### src/rtl/ahb_decoder_mux_n.sv
// rtl/ahb_decoder_mux_n.sv - AHB-Lite address decoder and response mux with default slave and wait watchdog
//
// Purpose: decodes the master address into a one-hot slave select, tracks the
// data-phase owner across wait states, and muxes the owner's response back to
// the master. Unmapped active transfers and slaves that stall longer than
// TIMEOUT cycles are answered with a two-cycle ERROR by an internal default slave.
//
// Ports:
//   i_hclk, i_hreset          clock, synchronous active-high reset
//   i_m_haddr, i_m_htrans     master address phase
//   o_m_hrdata, o_m_hresp,
//   o_m_hready                muxed response to master (hready also goes to slaves)
//   o_s_hsel                  one-hot address-phase slave select
//   i_s_hrdata, i_s_hresp,
//   i_s_hreadyout             packed per-slave responses
//   o_dec_err                 pulse on the first cycle of a decoder ERROR
//   o_err_addr                address of the last errored transfer
module ahb_decoder_mux_n #(
    parameter int                           NUM_SLV    = 4,
    parameter int                           ADDR_W     = 32,
    parameter int                           DATA_W     = 32,
    parameter logic [ADDR_W*NUM_SLV-1:0]    BASE_ADDRS = '0,
    parameter logic [ADDR_W-1:0]            ADDR_MASK  = ADDR_W'(32'hFFFF_F000),
    parameter int                           TIMEOUT    = 16
) (
    input  logic                        i_hclk,
    input  logic                        i_hreset,
    input  logic [ADDR_W-1:0]           i_m_haddr,
    input  logic [1:0]                  i_m_htrans,
    output logic [DATA_W-1:0]           o_m_hrdata,
    output logic [1:0]                  o_m_hresp,
    output logic                        o_m_hready,
    output logic [NUM_SLV-1:0]          o_s_hsel,
    input  logic [DATA_W*NUM_SLV-1:0]   i_s_hrdata,
    input  logic [2*NUM_SLV-1:0]        i_s_hresp,
    input  logic [NUM_SLV-1:0]          i_s_hreadyout,
    output logic                        o_dec_err,
    output logic [ADDR_W-1:0]           o_err_addr
);

    localparam int IDX_W  = (NUM_SLV > 1) ? $clog2(NUM_SLV) : 1;
    localparam int WCNT_W = (TIMEOUT > 1) ? $clog2(TIMEOUT + 1) : 1;
    localparam logic [WCNT_W-1:0] WCNT_MAX  = WCNT_W'(TIMEOUT);
    localparam logic [WCNT_W-1:0] WCNT_LAST = WCNT_W'((TIMEOUT > 0) ? TIMEOUT - 1 : 0);

    typedef enum logic [1:0] {ST_IDLE, ST_ERR1, ST_ERR2} state_t;

    state_t                 r_state;
    logic                   r_dsel_def;     // data phase owned by the default slave
    logic [IDX_W-1:0]       r_dsel_idx;
    logic                   r_dactive;
    logic [ADDR_W-1:0]      r_haddr;        // address of the transfer now in data phase
    logic [WCNT_W-1:0]      r_wcnt;
    logic [ADDR_W-1:0]      r_err_addr;

    logic                   w_hit;
    logic [IDX_W-1:0]       w_hit_idx;
    logic                   w_active;
    logic                   w_unmapped;
    logic                   w_slv_rdy;
    logic                   w_wait;

    // Scan from the top so the lowest matching index wins on overlap.
    always_comb begin
        w_hit     = 1'b0;
        w_hit_idx = '0;
        o_s_hsel  = '0;
        for (int i = NUM_SLV - 1; i >= 0; i--) begin
            if ((i_m_haddr & ADDR_MASK) == BASE_ADDRS[i*ADDR_W +: ADDR_W]) begin
                w_hit     = 1'b1;
                w_hit_idx = IDX_W'(i);
            end
        end
        if (w_hit) begin
            o_s_hsel[w_hit_idx] = 1'b1;
        end
    end

    assign w_active   = (i_m_htrans == 2'b10) || (i_m_htrans == 2'b11);
    assign w_unmapped = w_active && !w_hit;
    assign w_slv_rdy  = i_s_hreadyout[r_dsel_idx];
    assign w_wait     = (TIMEOUT != 0) && (r_state == ST_IDLE) && r_dactive
                        && !r_dsel_def && !w_slv_rdy;

    // Error states override the slave mux; the default slave never returns data.
    always_comb begin
        o_m_hrdata = '0;
        o_m_hresp  = 2'b00;
        o_m_hready = 1'b1;
        case (r_state)
            ST_ERR1: begin
                o_m_hready = 1'b0;
                o_m_hresp  = 2'b01;
            end
            ST_ERR2: begin
                o_m_hresp  = 2'b01;
            end
            default: begin
                if (!r_dsel_def) begin
                    o_m_hrdata = i_s_hrdata[r_dsel_idx*DATA_W +: DATA_W];
                    o_m_hresp  = i_s_hresp[r_dsel_idx*2 +: 2];
                    o_m_hready = w_slv_rdy;
                end
            end
        endcase
    end

    always_ff @(posedge i_hclk) begin
        if (i_hreset) begin
            r_state    <= ST_IDLE;
            r_dsel_def <= 1'b1;
            r_dsel_idx <= '0;
            r_dactive  <= 1'b0;
            r_haddr    <= '0;
            r_wcnt     <= '0;
            r_err_addr <= '0;
        end else begin
            if (o_m_hready) begin
                r_dsel_def <= !w_hit;
                r_dsel_idx <= w_hit_idx;
                r_dactive  <= w_active;
                r_haddr    <= i_m_haddr;
                r_wcnt     <= '0;
            end
            case (r_state)
                ST_IDLE: begin
                    if (o_m_hready && w_unmapped) begin
                        r_state    <= ST_ERR1;
                        r_err_addr <= i_m_haddr;
                    end else if (w_wait) begin
                        // Abort the stalled slave: hand the data phase to the
                        // default slave so its outputs are ignored from now on.
                        if (r_wcnt == WCNT_LAST) begin
                            r_state    <= ST_ERR1;
                            r_err_addr <= r_haddr;
                            r_dsel_def <= 1'b1;
                        end
                        if (r_wcnt != WCNT_MAX) begin
                            r_wcnt <= r_wcnt + 1'b1;
                        end
                    end
                end
                ST_ERR1: r_state <= ST_ERR2;
                ST_ERR2: begin
                    // Ready is high here, so the next transfer is being accepted.
                    if (w_unmapped) begin
                        r_state    <= ST_ERR1;
                        r_err_addr <= i_m_haddr;
                    end else begin
                        r_state <= ST_IDLE;
                    end
                end
                default: r_state <= ST_IDLE;
            endcase
        end
    end

    assign o_dec_err  = (r_state == ST_ERR1);
    assign o_err_addr = r_err_addr;

endmodule
### config.mk
export PLATFORM = sky130hd
export DESIGN_NAME = ahb_decoder_mux_n
export DESIGN_NICKNAME = d
export VERILOG_FILES = /design/src/rtl/ahb_decoder_mux_n.sv
export SDC_FILE = /design/constraint.sdc
export NUM_CORES = 1
export LEC_CHECK = 0
export CAP_MARGIN = 0
export CORE_MARGIN = 5
export CORE_UTILIZATION = 30
export CTS_CLUSTER_DIAMETER = 80
export DETAILED_ROUTE_END_ITERATION = 8
export PLACE_DENSITY = 0.7
export RECOVER_POWER = 50
export SYNTH_ARGS = -nofsm -noshare
export SYNTH_HDL_FRONTEND = slang
export SYNTH_SLANG_ARGS = --single-unit
### constraint.sdc
create_clock -name i_hclk -period 4.24 [get_ports i_hclk]
set_input_delay 1.06 -clock i_hclk [delete_from_list [all_inputs] [get_ports i_hclk]]
set_output_delay 1.06 -clock i_hclk [all_outputs]
set_load 0.02 [all_outputs]
# ---- Word-level counts from Yosys, hierarchy flattened
# Index checks and enable logic that the tools add are counted.
dict set report op_classes {
  n_addsub 1
  multipliers 0
  div 0
  magnitude_cmp 0
  n_eq_ne 9
  shifts 0
  n_mux 28
  bitwise_logic 0
  reduce_logical 15
}
# operator n
set op_table {}
lappend op_table {{32-bit two-way mux} 6}
lappend op_table {{32-bit case mux with 2 select lines} 1}
lappend op_table {{32-bit zero test} 1}
lappend op_table {{5-bit two-way mux} 5}
lappend op_table {{2-bit two-way mux} 5}
lappend op_table {{1-bit two-way mux} 9}
lappend op_table {{2-bit == test, second input constant} 3}
lappend op_table {{2-bit case mux with 3 select lines} 1}
lappend op_table {{5-bit by 1-bit adder with 5-bit output, second input constant} 1}
lappend op_table {{5-bit by 4-bit == test with 1-bit output, second input constant} 1}
lappend op_table {{1-bit logical AND} 5}
lappend op_table {{5-bit != test, second input constant} 1}
lappend op_table {{4-bit AND reduction} 1}
lappend op_table {{1-bit zero test} 3}
lappend op_table {{3-bit by 1-bit != test with 1-bit output, second input constant} 1}
lappend op_table {{3-bit by 2-bit != test with 1-bit output, second input constant} 1}
lappend op_table {{2-bit by 1-bit == test with 1-bit output, second input constant} 1}
lappend op_table {{2-bit zero test} 1}
lappend op_table {{2-bit != test, second input constant} 1}
lappend op_table {{1-bit case mux with 2 select lines} 1}
lappend op_table {{2-bit AND reduction} 1}
lappend op_table {{2-bit nonzero test} 1}
lappend op_table {{2-bit OR reduction} 1}
lappend op_table {{1-bit logical OR} 1}
dict set report word_totals {
  regBits 73
  latch_bits 0
  mem_bits_rw 0
  mem_bits_ro 0
  word_cells 59
  memories 0
}

# ---- Depth between registers and ports, before layout
dict set report depth {
  ltp_word 8
  ltp_mapped 9
  depth_no_buf 7
}

# ---- Least setup slack after synthesis
# OpenSTA, ideal clock, no wires.
dict set report synth_path {
  kind {input to output}
  from {in i_m_haddr[14]}
  to {out o_s_hsel[0]}
  t_arrival_ns 2.141
  required_time_ns 3.180
  path_slack_ns 1.039
  path_stages 4
  path_cell_list {or4_1 > or2_1 > nor2_1 > buf_4}
}
dict set report synth_via {
  elab_chain_cells 3
}
# element line
set synth_rtl {}
lappend synth_rtl {{from (decl)} 28} ;# input logic [ADDR_W-1:0] i_m_haddr,
lappend synth_rtl {{32-bit zero test} 69} ;# if ((i_m_haddr & ADDR_MASK) == BASE_ADDRS[i*ADDR_W +: ADDR_W]) begin
lappend synth_rtl {{1-bit two-way mux} 69}
lappend synth_rtl {{via w_hit} 56} ;# logic w_hit;
lappend synth_rtl {{1-bit two-way mux} 74} ;# if (w_hit) begin
lappend synth_rtl {{to (decl)} 33} ;# output logic [NUM_SLV-1:0] o_s_hsel,
# The timed path passes the listed nets, and every way through them passes these cells.

# ---- Worst setup path in the final report
dict set report layout_path {
  from {in i_m_haddr[14]}
  to {out o_s_hsel[0]}
}
dict set report layout_via {
  elab_chain_cells 3
}
# element line
set layout_rtl {}
lappend layout_rtl {{32-bit zero test} 69}
lappend layout_rtl {{1-bit two-way mux} 69}
lappend layout_rtl {{1-bit two-way mux} 74}
# No other way between the ends.

==> impl_metrics.py <==
metrics = {
    "floorplan": {
        "chipHeight_um": 120,
        "start_util_pct": 30.4,
        "std_cell_rows": 40,
        "die_w_um": 120,
        "ios": 248,
        "core_area_um2": 11900,
        "die-area_um2": 14400,
    },
    "drt": {
        "ant_nets": 0,
        "drt-pass1-iter-count": 4,
        "drtIter0Drc": 184,
        "routed_via_density": 4.85,
        "dr_total_vias": 3374,
        "wl_per_cell_um": 15.6,
        "drt_wl_total_um": 10900,
        "remaining_drc_errors": 0,
    },
    "timing": {
        "setup_viol_count_final": 0,
        "whs_ns": 0.451,
        "finalSetupTns_ns": 0,
        "timing.final.crit_share_pct": 94.1,
        "relSlewSlack_pct": -18.4,
        "slew_viol_final": 38,
        "fin_ws_ns": 0.250,
        "hold_viol": 0,
        "worst_slew_pin_slew_ns": 1.78,
        "clock_skew_ns": 0.0124,
        "fmax_mhz": 251,
        "grt_setup_unrepaired": "false",
        "min_period_ns": 3.99,
    },
    "worst_setup_path": {
        "critPathLaunchType": "input pin",
        "crit_slowest_cell": "or4_1",
        "endpoint": "o_s_hsel[0]",
        "cp.required_ns": 3.18,
        "reg2reg_from": "r_state[0]",
        "ff2ff_path_depth": 7,
        "cp_top_family": "simple AND/OR/NAND/NOR gates",
        "crit_fanout": 2,
        "path_cells": "clkdlybuf4s50_1 -> or4_1 -> or2_1 -> nor2_1 -> dlygate4sd2_1",
        "path_depth": 5,
        "cp_slowest_stage_delay_ns": 0.62,
        "crit_buf_inv": 2,
        "worstPathArrival_ns": 2.93,
        "cp-end-kind": "output port",
        "crit_start": "i_m_haddr[14]",
        "r2r_slack_ns": 0.84,
        "crit_type": "input pin to output port",
        "reg2reg_to": "r_wcnt[2]",
    },
    "power_and_ir_drop": {
        "power_density_nw_per_um2": 735,
        "ir_drop_v": 0.000246,
        "power.leakage_nw": 2.14,
    },
    "status": {
        "status": "finished with violations",
        "violations": "max-capacitance violations, max-slew violations",
    },
    "clock_tree": {
        "cts_setup_buffers": 0,
        "hold_buffers": 0,
        "clock-sinks": 73,
        "cts_buffers": 9,
        "cts.clk_slew.worst_paths_ns": 0.06,
        "ctsHtreeMaxLevel": 3,
        "clkLatencyLatePin_ns": 0.33,
        "clk_path_buf_depth": 2,
        "cts_tree": "done",
        "ctsResizeCount": 1,
        "clk_root_buffer_cell": "clkbuf_16",
    },
    "synth": {
        "netlist.area_leader.share_pct": 40.4,
        "ys.warnings.count": 0,
        "synth-seq-cells": 73,
        "yosys.cell_types.count": 39,
        "netlist_area_um2": 3620,
        "yosysSeqAreaShare_pct": 40.4,
        "synthCells": 411,
        "synth.area.top_cells": "dfxtp_1 40%, a211oi_2 10%, mux2i_1 9.1%, nand2_1 7.0%, and2_1 5.7%",
        "synth.largest_area_cell": "dfxtp_1",
        "synth.avg_cell_area_um2": 8.81,
    },
    "min_path": {
        "hold_class": "flip-flop to flip-flop",
    },
    "grt": {
        "track_usage_pct": 14.9,
        "grt_max_degree": 50,
        "overflow": 0,
        "grt_pass1_vias": 3456,
        "antenna_found_initial": 1,
        "grt_pass1_wl_um": 17200,
    },
    "layout": {
        "final-seq-area_um2": 1460,
        "fillers": 1141,
        "syn_to_final_growth_pct": 51.3,
        "final_util_pct": 46.0,
        "multi_input_area_um2": 1990,
        "drive_above_1_share_pct": 12.8,
        "num-nets-final": 726,
    },
    "job": {
        "maxCapViolations": 1,
    },
    "place": {
        "dp_hpwl_um": 7820,
        "gp_congestion": 0.833,
        "dp_slack_ns": -0.0137,
        "port_buffers": 138,
    },
}
## placed cells by master, fill, tap and decap left out, drive strengths merged, types with 3 or more instances in the layout
master         synthesis  routed
inv                    9      10
dfxtp                 73      73
and3                   3       3
dlygate4sd3            0      34
or2                    3       3
and2                  33      33
clkbuf                19      12
conb                   1       3
ha                     7       7
nand2                 68      68
a21oi                 40      40
a211oi                32      32
buf                   16      16
nor4                   5       5
nand3                  4       4
nor2                   6       6
clkdlybuf4s50          0     102
a31oi                  4       4
o211ai                 3       3
nor3                  36      36
mux2i                 33      33
## area by class of cell
type                    count  share of cell area [%]
clock inverters             5                    1.14
flip-flops and latches     73                    26.7
multi-input cells         296                    36.3
inverters                   9                   0.617
repair buffers            154                    27.4
well taps                 147                    3.36
diodes                      1                  0.0457
clock buffers              11                    4.43
## routing by layer
| metal | vias to the layer above | track usage (%) | wire length [µm] |
|---|---|---|---|
| li1 | 1688 | - | - |
| met1 | 1589 | 17.2 | 4490 |
| met2 | 79 | 26.4 | 5600 |
| met3 | 18 | 4.34 | 577 |
| met4 | 0 | 5.01 | 195 |
| met5 | - | 0 | 0 |
## sequential cells by signal, summed over array words and instances (netlist names)
register    count
r_dactive       1
r_dsel_def      1
r_state         2
r_wcnt          5
r_haddr        32
o_err_addr     32
## how the worst min path moves through the flow
| stage | startpoint | to | slack [ns] | depth (start not counted) |
|---|---|---|---|---|
| floorplan | r_haddr[0] | r_haddr[0] | 0.44 | 2 |
| global placement | r_haddr[9] | r_haddr[9] | 0.44 | 2 |
| detailed placement | r_haddr[17] | r_haddr[17] | 0.45 | 2 |
| CTS | r_haddr[17] | r_haddr[17] | 0.46 | 2 |
| global route | r_haddr[11] | r_haddr[11] | 0.47 | 2 |
| finish | r_haddr[17] | r_haddr[17] | 0.45 | 2 |
## cell usage after synthesis (all sizes together)
library cell,n
a211oi,32
a21o,1
a21oi,40
a221oi,1
a31oi,4
and2,33
and3,3
and4bb,1
buf,16
clkbuf,19
conb,1
dfxtp,73
ha,7
inv,9
mux2,1
mux2i,33
nand2,68
nand2b,1
nand3,4
nand4,1
nor2,6
nor2b,1
nor3,36
nor4,5
o211ai,3
o21a,1
o21ai,2
or2,3
or3,2
or4,2
xnor2,1
xor2,1
## per-stage QoR
step	cell area (µm²)	std cells	total power, mW
final	5480	696	4.02
after global routing	5480	696	4.30
after CTS	5480	695	4.15
after detailed placement	5180	679	3.36
after global placement	5180	679	3.32
after floorplan	3630	413	2.53
## cell families after synthesis
family | share of synthesized area [%]
AO/OA/AOI/OAI | 18.7
XOR/XNOR | 0.484
adder cells (fa/ha/maj) | 2.42
buffers and inverters | 5.74
flip-flops | 40.4
multiplexers | 9.43
other | 0.104
AND/OR/NAND/NOR | 22.7
## power by group
part	internal (mW)	leakage [nW]	switching (mW)
sequential	0.953	0.602	0.135
clock	0.475	0.142	0.289
combinational	0.912	1.39	1.26
total	2.34	2.14	1.68
## worst min-delay path, stage by stage, from the launching register on
cell and delay (ns):
dfxtp_1 0.31, nand2_1 0.05, a21oi_1 0.05
(Power assumes the default switching activity.)
